$ cat src/rtl/mips_mem_pkg.sv
// Shared types for the unified memory port arbiter.
// State encoding, grant encoding and default widths.
package mips_mem_pkg;

  localparam int AW_DEF = 32;
  localparam int DW_DEF = 32;

  typedef enum logic [1:0] {
    IDLE,
    BUSY_I,
    BUSY_D,
    RESP
  } state_t;

  typedef enum logic {
    GNT_I = 1'b0,
    GNT_D = 1'b1
  } gnt_t;

endpackage

$ cat src/rtl/mem_arb_pick.sv
// Winner selection between fetch and data ports.
// D wins unless it has already won MAX_STREAK times while I waited.
module mem_arb_pick
  import mips_mem_pkg::*;
#(
  parameter int MAX_STREAK = 4
) (
  input  logic clk,
  input  logic rst,
  input  logic i_req,
  input  logic d_req,
  input  logic take,
  output gnt_t gnt,
  output logic any
);

  localparam int SW = $clog2(MAX_STREAK + 1);
  localparam logic [SW-1:0] SMAX = SW'(MAX_STREAK);

  logic [SW-1:0] streak;

  always_comb begin
    any = i_req | d_req;
    gnt = GNT_I;
    if (d_req && (!i_req || streak < SMAX))
      gnt = GNT_D;
  end

  // Only a D win over a waiting I extends the streak.
  always_ff @(posedge clk) begin
    if (!rst) begin
      streak <= '0;
    end else if (take) begin
      if (gnt == GNT_D && i_req) begin
        if (streak != SMAX)
          streak <= streak + SW'(1);
      end else begin
        streak <= '0;
      end
    end
  end

endmodule

$ cat src/rtl/mem_port_arbiter.sv
// Single-port memory shared by fetch (I) and data (D).
// One transaction at a time; ack pulses in RESP.
module mem_port_arbiter
  import mips_mem_pkg::*;
#(
  parameter int AW         = AW_DEF,
  parameter int DW         = DW_DEF,
  parameter int MAX_STREAK = 4
) (
  input  logic          clk,
  input  logic          rst,
  input  logic          i_req,
  input  logic [AW-1:0] i_addr,
  output logic [DW-1:0] i_rdata,
  output logic          i_ack,
  input  logic          d_req,
  input  logic          d_we,
  input  logic [AW-1:0] d_addr,
  input  logic [DW-1:0] d_wdata,
  output logic [DW-1:0] d_rdata,
  output logic          d_ack,
  output logic          mem_req,
  output logic          mem_we,
  output logic [AW-1:0] mem_addr,
  output logic [DW-1:0] mem_wdata,
  input  logic [DW-1:0] mem_rdata,
  input  logic          mem_ready,
  output logic          busy
);

  state_t state, state_n;
  gnt_t   gnt;
  logic   any;
  logic   take;

  assign take = (state == IDLE) && any;
  assign busy = (state != IDLE);

  mem_arb_pick #(
    .MAX_STREAK(MAX_STREAK)
  ) u_pick (
    .clk  (clk),
    .rst  (rst),
    .i_req(i_req),
    .d_req(d_req),
    .take (take),
    .gnt  (gnt),
    .any  (any)
  );

  always_ff @(posedge clk) begin
    if (!rst) state <= IDLE;
    else      state <= state_n;
  end

  always_comb begin
    state_n = state;
    unique case (state)
      IDLE:
        if (any)
          state_n = (gnt == GNT_D) ? BUSY_D : BUSY_I;
      BUSY_I, BUSY_D:
        if (mem_ready)
          state_n = RESP;
      RESP:
        state_n = IDLE;
      default:
        state_n = IDLE;
    endcase
  end

  // mem_ready outside BUSY is ignored by construction.
  always_ff @(posedge clk) begin
    if (!rst) begin
      mem_req   <= 1'b0;
      mem_we    <= 1'b0;
      mem_addr  <= '0;
      mem_wdata <= '0;
      i_rdata   <= '0;
      d_rdata   <= '0;
      i_ack     <= 1'b0;
      d_ack     <= 1'b0;
    end else begin
      i_ack <= 1'b0;
      d_ack <= 1'b0;
      unique case (state)
        IDLE: begin
          if (any) begin
            mem_req <= 1'b1;
            if (gnt == GNT_D) begin
              mem_we    <= d_we;
              mem_addr  <= d_addr;
              mem_wdata <= d_wdata;
            end else begin
              mem_we    <= 1'b0;
              mem_addr  <= i_addr;
              mem_wdata <= '0;
            end
          end
        end
        BUSY_I: begin
          if (mem_ready) begin
            mem_req <= 1'b0;
            i_rdata <= mem_rdata;
            i_ack   <= 1'b1;
          end
        end
        BUSY_D: begin
          if (mem_ready) begin
            mem_req <= 1'b0;
            if (!mem_we)
              d_rdata <= mem_rdata;
            d_ack <= 1'b1;
          end
        end
        default: ;
      endcase
    end
  end

endmodule
$ cat config.mk
export PLATFORM = sky130hd
export DESIGN_NAME = mem_port_arbiter
export DESIGN_NICKNAME = d
export VERILOG_FILES = /design/src/rtl/mips_mem_pkg.sv /design/src/rtl/mem_arb_pick.sv /design/src/rtl/mem_port_arbiter.sv
export SDC_FILE = /design/constraint.sdc
export NUM_CORES = 1
export LEC_CHECK = 0
export CORE_MARGIN = 8
export CORE_UTILIZATION = 35
export CTS_CLUSTER_SIZE = 24
export DETAILED_ROUTE_END_ITERATION = 10
export PLACE_DENSITY = 0.72
export REMOVE_ABC_BUFFERS = 1
export SETUP_SLACK_MARGIN = 0.5
export SKIP_CTS_REPAIR_TIMING = 1
export SLEW_MARGIN = 0
export SYNTH_ARGS = -nofsm -noshare
export SYNTH_HDL_FRONTEND = slang
export SYNTH_SLANG_ARGS = --single-unit
$ cat constraint.sdc
create_clock -name clk -period 1.9 [get_ports clk]
set_input_delay 0.475 -clock clk [delete_from_list [all_inputs] [get_ports clk]]
set_output_delay 0.475 -clock clk [all_outputs]
set_load 0.05 [all_outputs]
# Word level (Yosys, flattened, before mapping)
# Index checks and enable logic that the tools add are counted.
dict set report totals {
  regBits 137
  in_bits 134
  output_inout_bits 133
  wordCells 52
}
dict set report classes {
  add_sub_neg 1
  n_lt_le_gt_ge 1
  n_eq_ne 7
  n_mux 14
  n_bitwise 2
  reduce_logical 17
}
# cell count
set ops {}
lappend ops {{32-bit two-way mux} 2}
lappend ops {{2-bit AND reduction} 6}
lappend ops {{2-bit two-way mux} 3}
lappend ops {{3-bit two-way mux} 2}
lappend ops {{2-bit one-hot mux with 3 select lines} 1}
lappend ops {{3-bit AND reduction} 2}
lappend ops {{1-bit two-way mux} 5}
lappend ops {{2-bit equality test (second input constant)} 2}
lappend ops {{2-bit != test (second input constant)} 2}
lappend ops {{2-bit nonzero test} 2}
lappend ops {{3-bit by 1-bit adder with 3-bit output (second input constant)} 1}
lappend ops {{1-bit logical AND} 3}
lappend ops {{3-bit < comparator (second input constant)} 1}
lappend ops {{3-bit != test (second input constant)} 1}
lappend ops {{2-bit by 1-bit equality test with 1-bit output (second input constant)} 1}
lappend ops {{2-bit logical NOT} 1}
lappend ops {{2-bit by 1-bit != test with 1-bit output (second input constant)} 1}
lappend ops {{1-bit one-hot mux with 2 select lines} 1}
lappend ops {{2-bit OR reduction} 1}
lappend ops {{1-bit logical NOT} 1}
lappend ops {{1-bit logical OR} 1}
lappend ops {{1-bit inverter} 1}
lappend ops {{1-bit bitwise OR} 1}

# Longest topological paths before layout
dict set report logic_depth {
  word_depth 7
  mapped_depth 7
  ltp_nobuf 5
}

# Cells and area by module
# Synthesis repeated with hierarchy kept, for this count alone.
dict set report hier_totals {
  cells_unflattened 621
  hier_area_um2 5380.2
}
# mod n_inst cells_each area_per_inst_um2 seq_area_each_um2
set modules_own_cells {}
lappend modules_own_cells {mem_port_arbiter 1 602 5200.0 2682.6}
lappend modules_own_cells {mem_arb_pick 1 19 180.2 60.1}

# Worst setup path before layout
# Ideal clock, no wire load.
dict set report synth_path {
  path_kind {flip-flop to output port}
  startpoint {register state[0]}
  endpoint {output busy}
  arrival_time_ns 0.953
  required_ns 1.425
  slack_ns 0.472
  path_stages_with_launch 4
  path_buffers 0
  path_cell_list {dfxtp_1 -> inv_1 -> ha_1 -> inv_1}
}
dict set report synth_between {
  elab_chain_cells 1
}
# item line
set synth_lines {}
lappend synth_lines {{from (decl)} mem_port_arbiter.sv:31} ;# state_t state, state_n;
lappend synth_lines {{from (signal assigned)} mem_port_arbiter.sv:53} ;# else state <= state_n;
lappend synth_lines {{2-bit nonzero test} mem_port_arbiter.sv:37} ;# assign busy = (state != IDLE);
lappend synth_lines {{to (decl)} mem_port_arbiter.sv:28} ;# output logic busy
# Every way passes these cells.

# Worst setup path in the final report
# Ends and elaborated chain as after synthesis.

==> out/results.md <==
| Metric | This run | Unit |
| --- | --- | --- |
| Period utilization | 88.1 | % |
| Hold Path Class | flop to flop | - |
| TritonCTS buffer count | 17 | - |
| Setup TNS | 0 | ns |
| Sum of internal, switching and leakage power | 14.8 | mW |
| Mean instance size in the synthesized netlist | 8.26 | µm² |
| Register area share after synthesis | 53.6 | % |
| Slew Viols, Final | 0 | - |
| Net switching share of the total power | 38.8 | % |
| Global-route usage over all layers | 18.9 | % |
| Wire length of the first global-routing pass | 27,800 | µm |
| Worst endpoint data arrival time | 1.20 | ns |
| Dominant combinational cell family by area after synthesis | compound AO/OA/AOI/OAI gates | - |
| DRT Wirelength | 22,400 | µm |
| Leakage power summed over all cells | 4.12 | nW |
| Count of final setup violators | 0 | - |
| Via count of the routed design | 5,760 | - |
| Period minus WS final | 1.67 | ns |
| Post-synth EDFFs | 0 | - |
| Starting Density | 35.5 | % |
| End-of-flow core utilization | 72.5 | % |
| Unrepaired setup endpoints after global routing | true | - |
| Post-Synthesis Cell Area | 5120 | µm² |
| Vias in the first global route | 5,397 | - |
| Largest delay contributor family on the critical path | flip-flops | - |
| P_int | 9.04 | mW |
| Endpoint class of the critical path | output port | - |
| Mean routed wirelength per cell | 20.0 | µm |
| Largest driver fanout on the critical path | 4 | - |
| Max H-tree Level | 4 | - |
| Filler cell count | 978 | - |
| Simple-gate share of the synthesized area | 16.1 | % |
| Number of iterations in the first detailed-routing pass | 4 | - |
| Slew at the pin closest to its max-slew limit | 0.364 | ns |
| Number of clock sinks seen by CTS | 137 | - |
| Largest net degree at the start of global routing | 58 | - |
| Number of different library cells in the post-synthesis netlist | 30 | - |
| Power Dens Cells | 1410 | nW/µm² |
| Clock tree root driver cell | sky130_fd_sc_hd__clkbuf_16 | - |
| Top-area cell type share of the netlist area | 53.6 | % |
| Crit path max-delay cell type | sky130_fd_sc_hd__dfxtp_2 | - |
| Number of input and output port buffers inserted | 266 | - |
| DR DRC count | 0 | - |
| Synthesized netlist cell count | 620 | - |
| Maximum clock frequency | 597 | MHz |
| Synthesized-area fraction occupied by xor and xnor cells | 0 | % |
| Top post-synthesis cells by count | 164 x sky130_fd_sc_hd__nand2_1, 137 x sky130_fd_sc_hd__dfxtp_1, 130 x sky130_fd_sc_hd__a21oi_1, 37 x sky130_fd_sc_hd__nor2_1, 34 x sky130_fd_sc_hd__o21ai_0 | - |
| Cell repeated most along the worst path | sky130_fd_sc_hd__inv_4 | - |
| Sequential Area | 2920 | µm² |
| Worst Hold Slack | 0.460 | ns |
| Total Die Area | 18,700 | µm² |
| Relative contribution of combinational cells to total power | 49.8 | % |
| Max-Cap Viols | 0 | - |
| N_diodes | 0 | - |
| Buffers and inverters on the worst path | 3 | - |
| Flip-flop and latch count after synthesis | 137 | - |
| Switching power total | 5.74 | mW |
| Relative area change from synthesis to final layout | 104 | % |
| Relative slew slack | 75.7 | % |
| Number of warning messages in the yosys log | 0 | - |
| Number of rows created at floorplan | 44 | - |
| Remaining antenna violation count after routing | 0 | - |
| Number of antenna violations at the first check in global routing | 0 | - |
| Via density per instance | 5.15 | - |
| Post-detail-place hpwl | 13,000 | µm |
| Share of flip-flops with an asynchronous set or reset | 0 | % |
| Detailed router's first-iteration violation count | 249 | - |
| IR Drop Worst-Case VDD | 0.000771 | V |
| Area used by multi-input combinational logic | 2470 | µm² |
| Net count reported at finish | 1,062 | - |
| Mux share of post-synthesis cell area | 0 | % |
| Die width | 137 | µm |
| Clock insertion delay at the later pin of the skew report | 0.42 | ns |
| Adder-cell share of the synthesized area | 1.47 | % |
| Top-level port count | 267 | - |
| Final Wtd Congestion | 0.811 | - |
| Type of the setup path with the least slack | flop to output port | - |
| Part of the power in registers | 27.1 | % |
| Top flip-flop cell by instance count after synthesis | sky130_fd_sc_hd__dfxtp_1 | - |
| Area of the core | 14,400 | µm² |
| Worst-case clock skew | 0.0107 | ns |
| Share of the synthesized area in compound gates (AO/OA/AOI/OAI) | 23.7 | % |
| Delay of the slowest cell on the worst path | 0.35 | ns |
| Final non-filler cell total | 1,119 | - |
| Cells taking the most area after synthesis | sky130_fd_sc_hd__dfxtp_1 54%, sky130_fd_sc_hd__a21oi_1 13%, sky130_fd_sc_hd__nand2_1 12% | - |
| Global route overflow | 0 | - |
| Clock tree from TritonCTS | built | - |
| Crit start category | flop | - |
| Worst path required time | 1.42 | ns |
| Cell-by-cell trace of the critical path | inv_4 > ha_4 > inv_4 > buf_12 | - |
| Number of buffers on the longest clock path | 2 | - |
| DP Cell Count | 1,042 | - |
| Layout cells sized above 1 | 46.4 | % |
| Cell with the most instances after synthesis | sky130_fd_sc_hd__nand2_1 | - |
| Clock input transition at the sequential cells of the worst setup and hold paths | 0.06 | ns |
| Run status | finished clean | - |
| DIE HEIGHT | 137 | µm |
| Top cell type by total area after synthesis | sky130_fd_sc_hd__dfxtp_1 | - |
| Fraction of power consumed by the clock network | 23.2 | % |
| Final Hold Fails | 0 | - |
-- worst min-delay path: cells and delay by family, from the launching register on --
kind	cells	cell delay, ns
AOI/OAI and AO/OA	1	0.05
and+or+nand+nor	1	0.05
DFF	1	0.32
-- cell type report --
class / instances / share of cell area (%)
repair buffers: 335 / 40.1
flip-flops and latches: 137 / 27.9
multi-input cells: 425 / 23.6
clock buffers: 21 / 4.50
well taps: 184 / 2.20
clock inverters: 11 / 1.39
inverters: 6 / 0.311
-- power by group through the flow --
stage                     clock [mW]  sequential [mW]  combinational [mW]
after detailed placement           0             3.71                5.07
after global routing            3.63             4.05                7.66
final                           3.43             4.00                7.36
after CTS                       3.47             3.66                5.08
after floorplan                    0             5.38                1.38
after global placement             0             3.70                5.03
-- registers in the layout (all words and copies together), names as in the netlist --
signal	flops
mem_wdata	32
state	2
mem_req	1
i_rdata	32
mem_we	1
d_ack	1
mem_addr	32
d_rdata	32
i_ack	1
u_pick.streak	3
-- metrics by stage --
step                cell area [µm²]  worst slack, ns
global placement               7760           0.0570
floorplan                      4880           -0.359
CTS                            8380           -0.111
finish                        10500            0.226
global route                  10500            0.183
detailed placement             7760          0.00424
-- kinds of logic (layout without fill, tap and decap cells) --
kind of cell             count (synthesis)  in the layout
AO/OA/AOI/OAI                          208            208
adder cells (fa/ha/maj)                  6              6
buffers and inverters                   58            373
flip-flops                             137            137
AND/OR/NAND/NOR                        211            211
-- worst paths after layout --
| kind | from | to | slack [ns] | depth (start not counted) |
|---|---|---|---|---|
| max | state[0]$_SDFFE_PN0P_ | busy | 0.23 | 4 |
| min | i_rdata[27]$_SDFFE_PN0P_ | i_rdata[27]$_SDFFE_PN0P_ | 0.46 | 2 |
| max reg2reg | state[0]$_SDFFE_PN0P_ | mem_addr[21]$_SDFFE_PN0P_ | 0.28 | 10 |
| min reg2reg | i_rdata[27]$_SDFFE_PN0P_ | i_rdata[27]$_SDFFE_PN0P_ | 0.46 | 2 |
-- cells in the final DEF, fill, tap and decap left out, types with 4 or more instances in the layout --
| cell type | count |
|---|---|
| sky130_fd_sc_hd__a21oi_1 | 104 |
| sky130_fd_sc_hd__a21oi_2 | 25 |
| sky130_fd_sc_hd__a32oi_1 | 14 |
| sky130_fd_sc_hd__a32oi_2 | 19 |
| sky130_fd_sc_hd__buf_12 | 13 |
| sky130_fd_sc_hd__buf_4 | 39 |
| sky130_fd_sc_hd__buf_6 | 17 |
| sky130_fd_sc_hd__buf_8 | 122 |
| sky130_fd_sc_hd__clkbuf_16 | 27 |
| sky130_fd_sc_hd__clkdlybuf4s50_1 | 131 |
| sky130_fd_sc_hd__dfxtp_2 | 132 |
| sky130_fd_sc_hd__ha_1 | 4 |
| sky130_fd_sc_hd__inv_4 | 4 |
| sky130_fd_sc_hd__nand2_1 | 163 |
| sky130_fd_sc_hd__nor2_1 | 37 |
| sky130_fd_sc_hd__o21ai_0 | 17 |
| sky130_fd_sc_hd__o21ai_1 | 13 |
| sky130_fd_sc_hd__o21ai_2 | 4 |
-- per-layer routing --
layer	up-vias	GRT usage (%)	share of wire (%)
met2	236	29.3	51
met4	0	6.76	1.9
li1	2738	-	-
met5	-	0	0
met1	2755	21.9	37
met3	31	9.73	9.6
Power figures use the tool's default switching activity.
